$ cat src/rtl/adc_serial_source_if.sv
// Serial link between the emulated ADC (slave side) and the receiving driver (master side).
interface adc_serial_source_if;
  logic SPI_SCK;
  logic AD_CONV;
  logic ADC_OUT;

  modport master (output SPI_SCK, output AD_CONV, input ADC_OUT);
  modport slave  (input SPI_SCK, input AD_CONV, output ADC_OUT);
endinterface

$ cat src/rtl/adc_serial_source.sv
// LTC1407A-1 style serial source: frames two samples per AD_CONV rise, shifts MSB-first on SCK falls.
// Define ADC_SRC_TRI_EN to build the ramp as a clamped triangle instead of a wrapping sawtooth.
module adc_serial_source #(
  parameter int DATA_W    = 14,
  parameter int LEAD_BITS = 2,
  parameter int FRAME_LEN = 3*LEAD_BITS + 2*DATA_W,
  parameter int STEP      = 1
) (
  input  logic                     CLK_50M,
  input  logic                     RST_N,
  adc_serial_source_if.slave       link,
  input  logic                     enable,
  input  logic                     src_sel,
  input  logic signed [DATA_W-1:0] Va_in,
  input  logic signed [DATA_W-1:0] Vb_in,
  output logic                     busy,
  output logic                     frame_done,
  output logic                     overrun,
  output logic [15:0]              frame_cnt
);

  localparam int CNT_W = $clog2(FRAME_LEN + 1);
  localparam logic [DATA_W-1:0]        STEP_V = DATA_W'(STEP);
  localparam logic signed [DATA_W-1:0] MIN_N  = {1'b1, {(DATA_W-1){1'b0}}};
  localparam logic signed [DATA_W-1:0] MAX_N  = {1'b0, {(DATA_W-1){1'b1}}};

  typedef enum logic {IDLE, SHIFT} state_t;

  state_t                     state_q, state_d;
  logic                       sck_q, sck_qq, conv_q, conv_qq;
  logic [FRAME_LEN-1:0]       shreg_q, shreg_d;
  logic [CNT_W-1:0]           cnt_q, cnt_d;
  logic                       done_q, done_d;
  logic                       ovr_q, ovr_d;
  logic [15:0]                fcnt_q, fcnt_d;
  logic signed [DATA_W-1:0]   ramp_q, ramp_d;
  logic signed [DATA_W-1:0]   a_sel, b_sel;
  logic                       sck_fall, conv_rise;

  function automatic logic signed [DATA_W-1:0] neg_sat(input logic signed [DATA_W-1:0] v);
    return (v == MIN_N) ? MAX_N : -v;
  endfunction

`ifdef ADC_SRC_TRI_EN
  localparam logic signed [DATA_W+1:0] STEP_W = {2'b00, STEP_V};
  localparam logic signed [DATA_W+1:0] MAX_W  = {2'b00, MAX_N};
  localparam logic signed [DATA_W+1:0] MIN_W  = {2'b11, MIN_N};

  logic                     dir_q, dir_d;
  logic signed [DATA_W+1:0] ramp_ext, tri_nxt;

  function automatic logic signed [DATA_W-1:0] clamp_w(input logic signed [DATA_W+1:0] v);
    if (v > MAX_W) return MAX_N;
    if (v < MIN_W) return MIN_N;
    return $signed(v[DATA_W-1:0]);
  endfunction

  // dir_q=1 means descending; the flip happens on the frame that reaches a limit
  assign ramp_ext = {{2{ramp_q[DATA_W-1]}}, ramp_q};
  assign tri_nxt  = dir_q ? (ramp_ext - STEP_W) : (ramp_ext + STEP_W);
`endif

  assign sck_fall  = sck_qq & ~sck_q;
  assign conv_rise = ~conv_qq & conv_q;
  assign a_sel     = src_sel ? ramp_q : Va_in;
  assign b_sel     = src_sel ? neg_sat(ramp_q) : Vb_in;

  always_comb begin
    state_d = state_q;
    shreg_d = shreg_q;
    cnt_d   = cnt_q;
    done_d  = 1'b0;
    ovr_d   = ovr_q;
    fcnt_d  = fcnt_q;
    ramp_d  = ramp_q;
`ifdef ADC_SRC_TRI_EN
    dir_d   = dir_q;
`endif
    case (state_q)
      IDLE: begin
        if (conv_rise && enable) begin
          state_d = SHIFT;
          shreg_d = {{LEAD_BITS{1'b0}}, a_sel, {LEAD_BITS{1'b0}}, b_sel, {LEAD_BITS{1'b0}}};
          cnt_d   = '0;
        end
      end
      SHIFT: begin
        if (conv_rise) ovr_d = 1'b1;
        if (sck_fall) begin
          shreg_d = shreg_q << 1;
          cnt_d   = cnt_q + CNT_W'(1);
          if (cnt_q == CNT_W'(FRAME_LEN - 1)) begin
            state_d = IDLE;
            shreg_d = '0;
            done_d  = 1'b1;
            fcnt_d  = fcnt_q + 16'd1;
`ifdef ADC_SRC_TRI_EN
            ramp_d  = clamp_w(tri_nxt);
            if (!dir_q && tri_nxt >= MAX_W)     dir_d = 1'b1;
            else if (dir_q && tri_nxt <= MIN_W) dir_d = 1'b0;
`else
            ramp_d  = ramp_q + $signed(STEP_V);
`endif
          end
        end
      end
      default: state_d = IDLE;
    endcase
  end

  always_ff @(posedge CLK_50M or negedge RST_N) begin
    if (!RST_N) begin
      state_q <= IDLE;
      sck_q   <= 1'b0;
      sck_qq  <= 1'b0;
      conv_q  <= 1'b0;
      conv_qq <= 1'b0;
      shreg_q <= '0;
      cnt_q   <= '0;
      done_q  <= 1'b0;
      ovr_q   <= 1'b0;
      fcnt_q  <= '0;
      ramp_q  <= '0;
`ifdef ADC_SRC_TRI_EN
      dir_q   <= 1'b0;
`endif
    end else begin
      state_q <= state_d;
      sck_q   <= link.SPI_SCK;
      sck_qq  <= sck_q;
      conv_q  <= link.AD_CONV;
      conv_qq <= conv_q;
      shreg_q <= shreg_d;
      cnt_q   <= cnt_d;
      done_q  <= done_d;
      ovr_q   <= ovr_d;
      fcnt_q  <= fcnt_d;
      ramp_q  <= ramp_d;
`ifdef ADC_SRC_TRI_EN
      dir_q   <= dir_d;
`endif
    end
  end

  assign link.ADC_OUT = shreg_q[FRAME_LEN-1];
  assign busy         = (state_q == SHIFT);
  assign frame_done   = done_q;
  assign overrun      = ovr_q;
  assign frame_cnt    = fcnt_q;

endmodule

$ cat src/flat_wrapper.sv
// flat-port wrapper written by rule: the top's interface ports become plain ports
module adc_serial_source_flat 
#(
  parameter int DATA_W    = 14,
  parameter int LEAD_BITS = 2,
  parameter int FRAME_LEN = 3*LEAD_BITS + 2*DATA_W,
  parameter int STEP      = 1
)
  (CLK_50M, RST_N, enable, src_sel, Va_in, Vb_in, busy, frame_done, overrun, frame_cnt, link_SPI_SCK, link_AD_CONV, link_ADC_OUT);
  adc_serial_source_if link_i ();
  input  logic CLK_50M;
  input  logic RST_N;
  input  logic enable;
  input  logic src_sel;
  input  logic signed [DATA_W-1:0] Va_in;
  input  logic signed [DATA_W-1:0] Vb_in;
  output logic busy;
  output logic frame_done;
  output logic overrun;
  output logic [15:0] frame_cnt;
  input wire logic [$bits(link_i.SPI_SCK)-1:0] link_SPI_SCK;
  input wire logic [$bits(link_i.AD_CONV)-1:0] link_AD_CONV;
  output wire logic [$bits(link_i.ADC_OUT)-1:0] link_ADC_OUT;
  assign link_i.SPI_SCK = link_SPI_SCK;
  assign link_i.AD_CONV = link_AD_CONV;
  assign link_ADC_OUT = link_i.ADC_OUT;
  adc_serial_source #(.DATA_W(DATA_W), .LEAD_BITS(LEAD_BITS), .FRAME_LEN(FRAME_LEN), .STEP(STEP)) u_core (.CLK_50M(CLK_50M), .RST_N(RST_N), .link(link_i), .enable(enable), .src_sel(src_sel), .Va_in(Va_in), .Vb_in(Vb_in), .busy(busy), .frame_done(frame_done), .overrun(overrun), .frame_cnt(frame_cnt));
endmodule
$ cat config.mk
export PLATFORM = sky130hd
export DESIGN_NAME = adc_serial_source_flat
export DESIGN_NICKNAME = d
export VERILOG_FILES = /design/src/rtl/adc_serial_source_if.sv /design/src/rtl/adc_serial_source.sv /design/src/flat_wrapper.sv
export SDC_FILE = /design/constraint.sdc
export NUM_CORES = 1
export LEC_CHECK = 0
export ABC_AREA = 1
export BUFFER_PORTS_ARGS = -buffer_cell sky130_fd_sc_hd__buf_2
export CAP_MARGIN = 20
export CORE_ASPECT_RATIO = 0.6
export CORE_MARGIN = 5
export CORE_UTILIZATION = 30
export DETAILED_ROUTE_END_ITERATION = 8
export GPL_TIMING_DRIVEN = 0
export PLACE_DENSITY_LB_ADDON = 0.25
export SYNTH_ARGS = -nofsm -noshare
export SYNTH_HDL_FRONTEND = slang
export SYNTH_SLANG_ARGS = --single-unit
$ cat constraint.sdc
create_clock -name CLK_50M -period 2.15 [get_ports CLK_50M]
set_input_delay 0.215 -clock CLK_50M [delete_from_list [all_inputs] [get_ports CLK_50M]]
set_output_delay 0.215 -clock CLK_50M [all_outputs]
set_load 0.005 [all_outputs]
### Word-level counts from Yosys, hierarchy flattened

Cells that the tools add are included.

* output and inout bits: 20
* bits of input ports: 34
* register bits: 77

* mux-type cells: 17
* equal/unequal tests: 4
* add/sub/neg operators: 4
* bitwise gates (word level): 5
* reduce and logical (&&, ||, !) cells: 4

Operators with widths (count)
* 34-bit two-way mux: 3
* 34-bit one-hot mux with 2 select lines: 1
* 14-bit two-way mux: 3
* 16-bit by 1-bit adder with 16-bit output (second input constant): 1
* 14-bit by 2-bit adder with 14-bit output (second input constant): 1
* 14-bit equality test (second input constant): 1
* 14-bit negation: 1
* 6-bit two-way mux: 2
* 6-bit one-hot mux with 2 select lines: 1
* 6-bit by 1-bit adder with 6-bit output (second input constant): 1
* 6-bit equality test (second input constant): 1
* 1-bit two-way mux: 6
* 2-bit AND reduction: 2
* 1-bit NOT: 3
* 3-bit AND reduction: 1
* 1-bit bitwise AND: 2
* 2-bit by 1-bit != test with 1-bit output (second input constant): 1
* 2-bit != test (second input constant): 1
* 1-bit one-hot mux with 2 select lines: 1
* 1-bit logical AND: 1

### Logic depth before layout (Yosys ltp)

Gate-level depths: netlist of the first run.

* depth after elaboration: 5
* gate-level depth with buffers: 11

### Worst setup path before layout of the first run

Ideal clock, no wire load.

* path kind: register to register
* from: register u_core.ramp_q[0]
* to: register u_core.shreg_q[15]
* setup slack: 0.522 ns
* setup time: 0.120 ns
* buffers on the path: 0
* arrival: 1.507 ns
* stages on the path, launching flop included: 12
* path through: dfrtp_1 -> inv_1 -> ha_1 -> nand3_1 -> nor2_2 -> nand3_2 -> nand2_2 -> inv_2 -> nand2_1 -> nand2_1 -> nand2_1 -> nand2_1

* cells in the longest elaborated chain, start to end: 5

RTL lines
* start: declaration: line adc_serial_source.sv:36 `logic signed [DATA_W-1:0] ramp_q, ramp_d;`
* start signal: assignment: line adc_serial_source.sv:138 `ramp_q <= ramp_d;`
* 14-bit negation / 14-bit equality test (equally long branches): line adc_serial_source.sv:41 `return (v == MIN_N) ? MAX_N : -v;`
* 14-bit two-way mux (*): line adc_serial_source.sv:41
* 14-bit two-way mux (*): line adc_serial_source.sv:66 `assign b_sel = src_sel ? neg_sat(ramp_q) : Vb_in;`
* 34-bit two-way mux (*): line adc_serial_source.sv:81 `if (conv_rise && enable) begin`
* 34-bit one-hot mux with 2 select lines (*): line adc_serial_source.sv:79 `case (state_q)`
* end signal: assignment: line adc_serial_source.sv:133 `shreg_q <= shreg_d;`
* end: declaration: line adc_serial_source.sv:31 `logic [FRAME_LEN-1:0] shreg_q, shreg_d;`

Mark *: on every way between the ends. The rest lies on a longest branch, timed or not. The select of a mux whose other input is x is not followed.
A chain may end at the register's enable or synchronous reset.

### Final worst setup path of the first run

Ends and elaborated chain as after synthesis.

==> results of run 1 <==
## cell usage in the layout (no fill, tap or decap), drive strengths merged
cell type and n:
clkinvlp 1, nand3b 3, clkbuf 25, a41oi 1
nand4 5, a21oi 28, nand2 111, xnor2 7
nor3 14, o22ai 1, o211ai 1, a32o 4
inv 53, xor2 25, o21ai 39, bufinv 2
ha 5, and3 1, a31oi 15, a31o 1
dfrtp 75, nand3 43, nor2 88, dlygate4sd3 3
o21bai 1, buf 65, clkinv 1
## cell usage after synthesis (all sizes together) (3+ instances only)
cell,count
a21oi,28
a31oi,15
a32o,4
buf,12
clkbuf,14
dfrtp,75
ha,5
inv,52
nand2,111
nand3,43
nand3b,3
nand4,5
nor2,88
nor3,14
o21ai,39
xnor2,7
xor2,25
## worst max path at each step
stage                          to  slack, ns              from  cells after the start
3_5_place_dp   u_core.shreg_q[15]       0.06  u_core.ramp_q[0]                     11
3_3_place_gp   u_core.shreg_q[15]       0.09  u_core.ramp_q[0]                     11
4_1_cts        u_core.shreg_q[15]       0.04  u_core.ramp_q[0]                     11
2_1_floorplan  u_core.shreg_q[15]       0.52  u_core.ramp_q[0]                     11
5_1_grt        u_core.shreg_q[15]       0.02  u_core.ramp_q[0]                     11
6_report       u_core.shreg_q[15]       0.17  u_core.ramp_q[0]                     11
## registers in the layout, summed over array words and instances, names as in the netlist
signal,flops
u_core.conv_qq,1
u_core.frame_cnt,16
u_core.shreg_q,32
u_core.overrun,1
u_core.cnt_q,6
u_core.frame_done,1
u_core.sck_q,1
u_core.busy,1
u_core.conv_q,1
u_core.sck_qq,1
u_core.ramp_q,14
## through the flow
stage	area [sq um]	hold slack (ns)	utilization
final	5100	0.159	0.372
after global routing	5100	0.187	0.372
after CTS	5100	0.142	0.372
after detailed placement	4740	0.0774	0.346
after global placement	4710	0.323	0.343
after floorplan	4210	-0.0806	-
## layer usage
| metal | vias up | global-route usage | wire (um) | share of wire |
|---|---|---|---|---|
| met2 | 115 | 0.213 | 4790 | 0.39 |
| met1 | 1878 | 0.238 | 6420 | 0.53 |
| li1 | 1917 | - | - | - |
| met3 | 19 | 0.0390 | 749 | 0.062 |
| met5 | - | 0 | 0 | 0 |
| met4 | 0 | 0.0412 | 218 | 0.018 |
## critical path, delay by kind of cell (launching register included)
kind	cells	cell delay (ns)
adders and majority gates	1	0.20
buffers and inverters	2	0.24
DFF	1	0.45
and+or+nand+nor	8	0.98
## final cells by class
cell class	instances	area, sq um	area share
sequential	75	1880	0.368
buffer	26	116	0.0228
inverter	52	195	0.0383
multi-input combinational	393	2020	0.397
tap	192	240	0.0471
clock inverter	5	85.1	0.0167
clock buffer	11	243	0.0476
timing repair buffer	56	320	0.0628
## kinds of logic after synthesis
group                      Yosys count  synth area share
AOI/OAI and AO/OA                   91             0.121
adders and majority gates            5            0.0149
xor gates and xnor gates            32            0.0666
buffers and inverters               78            0.0740
and+or+nand+nor                    265             0.278
DFF                                 75             0.446
## where the power goes
part	internal (uW)	switching, uW
registers	1710	204
logic	435	604
clock network	1060	623
## timing repair
item	CTS	global route
hold buffers	3	0
endpoints found under the setup margin	0	6
gates resized for setup	0	3
endpoints found under the hold margin	13	0
buffers inserted	0	0
==> results.py, run 1 <==
metrics = {
    "timing": {
        "slew_headroom": 0.637,
        "rsz0062_at_grt": "false",
        "tns_ns": 0,
        "fin_crit_sh": 0.920,
        "slew_viol_final": 0,
        "fin_crit_ns": 1.98,
        "worstMarginPinSlew_ns": 0.545,
        "postLayoutSetupSlackWorst_ns": 0.173,
        "max_freq_mhz": 506,
        "finalSetupViolations": 0,
        "finalClockSkew_ns": 0.00669,
        "hold_viol": 0,
    },
    "floorplanning": {
        "ios": 54,
        "start_util": 0.307,
        "rows": 33,
        "die-height_um": 102,
        "die_x_um": 163,
        "die-area_sq_um": 16600,
        "core-area_sq_um": 13700,
    },
    "hold_path": {
        "hold_end": "u_core.shreg_q[2]",
        "hold_class": "in2reg",
        "min_path_cells": 3,
        "min_from": "Vb_in[0]",
    },
    "synth": {
        "ys.flop_type": "dfrtp_1",
        "synthCells": 546,
        "ys_ff_latch": 75,
        "synth.avg_cell_area_sq_um": 7.71,
        "synth.area.top_cells": "dfrtp_1 45%, nand2_1 9.5%, nor2_1 7.4%, xor2_1 5.2%, nand3_1 5.0%",
        "synth_nets": 585,
        "async_reset_ff_frac": 1.00,
        "synthDistinctLibCells": 32,
        "syn_area_sq_um": 4210,
        "synth_top_cell_by_area": "dfrtp_1",
        "yosysSeqAreaShare": 0.446,
        "netlist.area_leader.share": 0.446,
        "yosys_warnings": 0,
        "synth-edff-count": 0,
    },
    "worst_setup_path": {
        "reg2reg_setup_slack_ns": 0.17,
        "crit_arrival_ns": 2.20,
        "cp-start-kind": "flip-flop",
        "crit_type": "reg2reg",
        "r2r-end": "u_core.shreg_q[15]",
        "path_cells": "inv_2, ha_1, nand3_1, nor2_4, nand3_2, nand2_2, inv_2, nand2_1, nand2_1, nand2_1, nand2_1",
        "crit_path_max_incr_delay_ns": 0.45,
        "reg2reg_depth": 11,
        "cp_max_fo": 6,
        "crit_top_cell": "nand2_1",
        "cp-end-kind": "flip-flop",
        "worstReg2RegStart": "u_core.ramp_q[0]",
        "worstPathRequired_ns": 2.37,
        "crit_slowest_cell": "dfrtp_1",
    },
    "routing": {
        "wire_per_inst_um": 15.0,
        "ant_nets": 0,
        "firstDrtPassIters": 5,
        "wirelength_um": 12200,
        "drc": 0,
        "drt_iter0_markers": 387,
        "vias": 3929,
        "viasPerCell": 4.85,
    },
    "clocking": {
        "cts_buffers": 9,
        "clkLatencyLatePin_ns": 0.34,
        "clk_pin_slew_ns": 0.06,
        "htreeDepth": 3,
        "cts_sinks": 75,
        "clockRootBuffer": "clkbuf_16",
        "clockBufferDepth": 2,
        "cts_tree": "done",
    },
    "grt": {
        "grt_max_degree": 65,
        "grt_use_total": 0.155,
        "grt_antenna_before_repair": 0,
        "grt_pass1_vias": 3804,
        "grt_pass1_wl_um": 20000,
        "grt.overflow.total": 0,
    },
    "placement": {
        "io_buffer_count": 52,
        "gp_congestion": 0.927,
        "dpl.cell_count": 791,
        "dp_slack_ns": 0.0613,
        "dp_hpwl_um": 9230,
    },
    "pwr": {
        "totalPowerFinal_uw": 4630,
        "power_leakage_uw": 0.00252,
        "pwr_density_cell_nw_per_um2": 907,
        "ir_drop_mv": 0.343,
    },
    "final_layout": {
        "synthToLayoutAreaGrowth_pct": 21.2,
        "fillCellCount": 1468,
        "finalNonFillerCells": 810,
        "drive_gt1_frac": 0.159,
        "diodes": 0,
        "fin_nets": 652,
    },
    "flow_run": {
        "drv_cap": 0,
    },
    "run_status": {
        "outcome": "completed",
    },
}
Note: power is estimated with default switching activity, not from simulation.
==> run 2: changes to the inputs <==
--- a/config.mk
+++ b/config.mk
@@ -13,7 +13,6 @@
 export CORE_UTILIZATION = 30
 export DETAILED_ROUTE_END_ITERATION = 8
 export GPL_TIMING_DRIVEN = 0
-export PLACE_DENSITY_LB_ADDON = 0.25
 export SYNTH_ARGS = -nofsm -noshare
 export SYNTH_HDL_FRONTEND = slang
 export SYNTH_SLANG_ARGS = --single-unit
==> results.py, run 2 (same netlist as run 1, synthesis figures left out) <==
metrics = {
    "clocking": {
        "clockBufferDepth": 2,
        "clockRootBuffer": "clkbuf_16",
        "cts_buffers": 9,
        "cts_sinks": 75,
        "clk_pin_slew_ns": 0.06,
        "htreeDepth": 3,
        "cts_tree": "done",
        "clkLatencyLatePin_ns": 0.34,
        "postCtsSetupRepairBufs": 0,
    },
    "worst_setup_path": {
        "cp-start-kind": "flip-flop",
        "crit_arrival_ns": 2.23,
        "crit_path_max_incr_delay_ns": 0.48,
        "crit_top_cell": "nand2_1",
        "cp-end-kind": "flip-flop",
        "crit_slowest_cell": "dfrtp_1",
        "cp_max_fo": 6,
        "crit_type": "reg2reg",
        "worstPathRequired_ns": 2.37,
        "reg2reg_setup_slack_ns": 0.14,
        "path_cells": "inv_2, ha_1, nand3_1, nor2_4, nand3_2, nand2_2, inv_2, nand2_1, nand2_1, nand2_1, nand2_1",
    },
    "timing": {
        "fin_crit_sh": 0.934,
        "finalSetupViolations": 0,
        "slew_viol_final": 0,
        "finalClockSkew_ns": 0.00588,
        "fin_crit_ns": 2.01,
        "postLayoutSetupSlackWorst_ns": 0.143,
        "worstMarginPinSlew_ns": 0.509,
        "slew_headroom": 0.661,
        "hold_viol": 0,
        "max_freq_mhz": 498,
        "whs_ns": 0.142,
    },
    "grt": {
        "grt_pass1_vias": 3627,
        "grt.overflow.total": 0,
        "grt_antenna_before_repair": 0,
        "grt_pass1_wl_um": 19400,
        "grt_use_total": 0.150,
        "grt_max_degree": 59,
    },
    "routing": {
        "wirelength_um": 11900,
        "drc": 0,
        "drt_iter0_markers": 407,
        "wire_per_inst_um": 14.6,
        "firstDrtPassIters": 6,
        "vias": 3902,
        "viasPerCell": 4.82,
        "ant_nets": 0,
    },
    "floorplanning": {
        "die_x_um": 163,
        "core-area_sq_um": 13700,
        "rows": 33,
        "die-height_um": 102,
        "ios": 54,
        "start_util": 0.307,
        "die-area_sq_um": 16600,
    },
    "placement": {
        "gp_congestion": 0.888,
        "dp_hpwl_um": 9110,
        "io_buffer_count": 52,
        "dp_slack_ns": 0.0838,
    },
    "pwr": {
        "ir_drop_mv": 0.413,
        "power_leakage_uw": 0.00251,
        "pwr_density_cell_nw_per_um2": 889,
        "totalPowerFinal_uw": 4520,
    },
    "final_layout": {
        "synthToLayoutAreaGrowth_pct": 20.8,
        "drive_gt1_frac": 0.159,
        "layout_common_cells": "107 x nand2_1, 83 x nor2_1, 75 x dfrtp_1",
        "final_common_cell": "nand2_1",
        "fin_nets": 652,
        "regMostFlops": "u_core.shreg_q",
        "largest_reg_flops": 32,
        "diodes": 0,
    },
    "run_status": {
        "outcome": "completed",
    },
    "flow_run": {
        "drv_cap": 0,
    },
    "hold_path": {
        "hold_class": "in2reg",
    },
}
-- run 2: layout make-up --
type                            count  area (sq um)
Sequential cell                    75          1880
Buffer                             26           116
Clock buffer                       10           239
Multi-Input combinational cell    393          2020
Inverter                           52           195
Timing Repair Buffer               56           320
Clock inverter                      6          71.3
Fill cell                        1469          8620
Tap cell                          192           240
-- run 2: critical path, delay by kind of cell (launching register included) --
family	cells	cell delay, ns
DFF	1	0.48
adders and majority gates	1	0.20
and+or+nand+nor	8	0.95
buffers and inverters	2	0.25
-- run 2: path summary, 6_finish.rpt --
| path | startpoint | cells past startpoint | endpoint |
|---|---|---|---|
| max | u_core.ramp_q[0] | 11 | u_core.shreg_q[15] |
| min | Vb_in[0] | 3 | u_core.shreg_q[2] |
| max reg2reg | u_core.ramp_q[0] | 11 | u_core.shreg_q[15] |
| min reg2reg | u_core.conv_q | 0 | u_core.conv_qq |
| max in group asynchronous | RST_N | 3 | u_core.conv_q |
| min in group asynchronous | RST_N | 2 | u_core.ramp_q[4] |
-- run 2: report_power, final --
part / switching (uW) / internal [uW]
Combinational: 606 / 435
Sequential: 204 / 1710
Clock: 625 / 941
Total: 1440 / 3080
-- run 2: per-stage QoR --
stage,cell area (sq um),utilization,std cells,TNS (ns)
final,5080,0.371,810,0
after detailed placement,4740,0.346,791,0
after global routing,5080,0.371,810,-0.00650
after CTS,5080,0.370,810,0
after global placement,4710,0.343,790,0
after floorplan,4210,-,546,0
-- run 2: layer usage --
layer	global-route usage	wire length [um]
met3	0.0382	969
met2	0.204	4590
met1	0.236	6190
met4	0.0341	107
met5	0	0
-- run 2: repair_timing --
action                                  4_1_cts  5_1_grt
endpoints found under the setup margin        0       10
resized for setup                             0        2
endpoints found under the hold margin        19        0
hold buffers                                  3        0
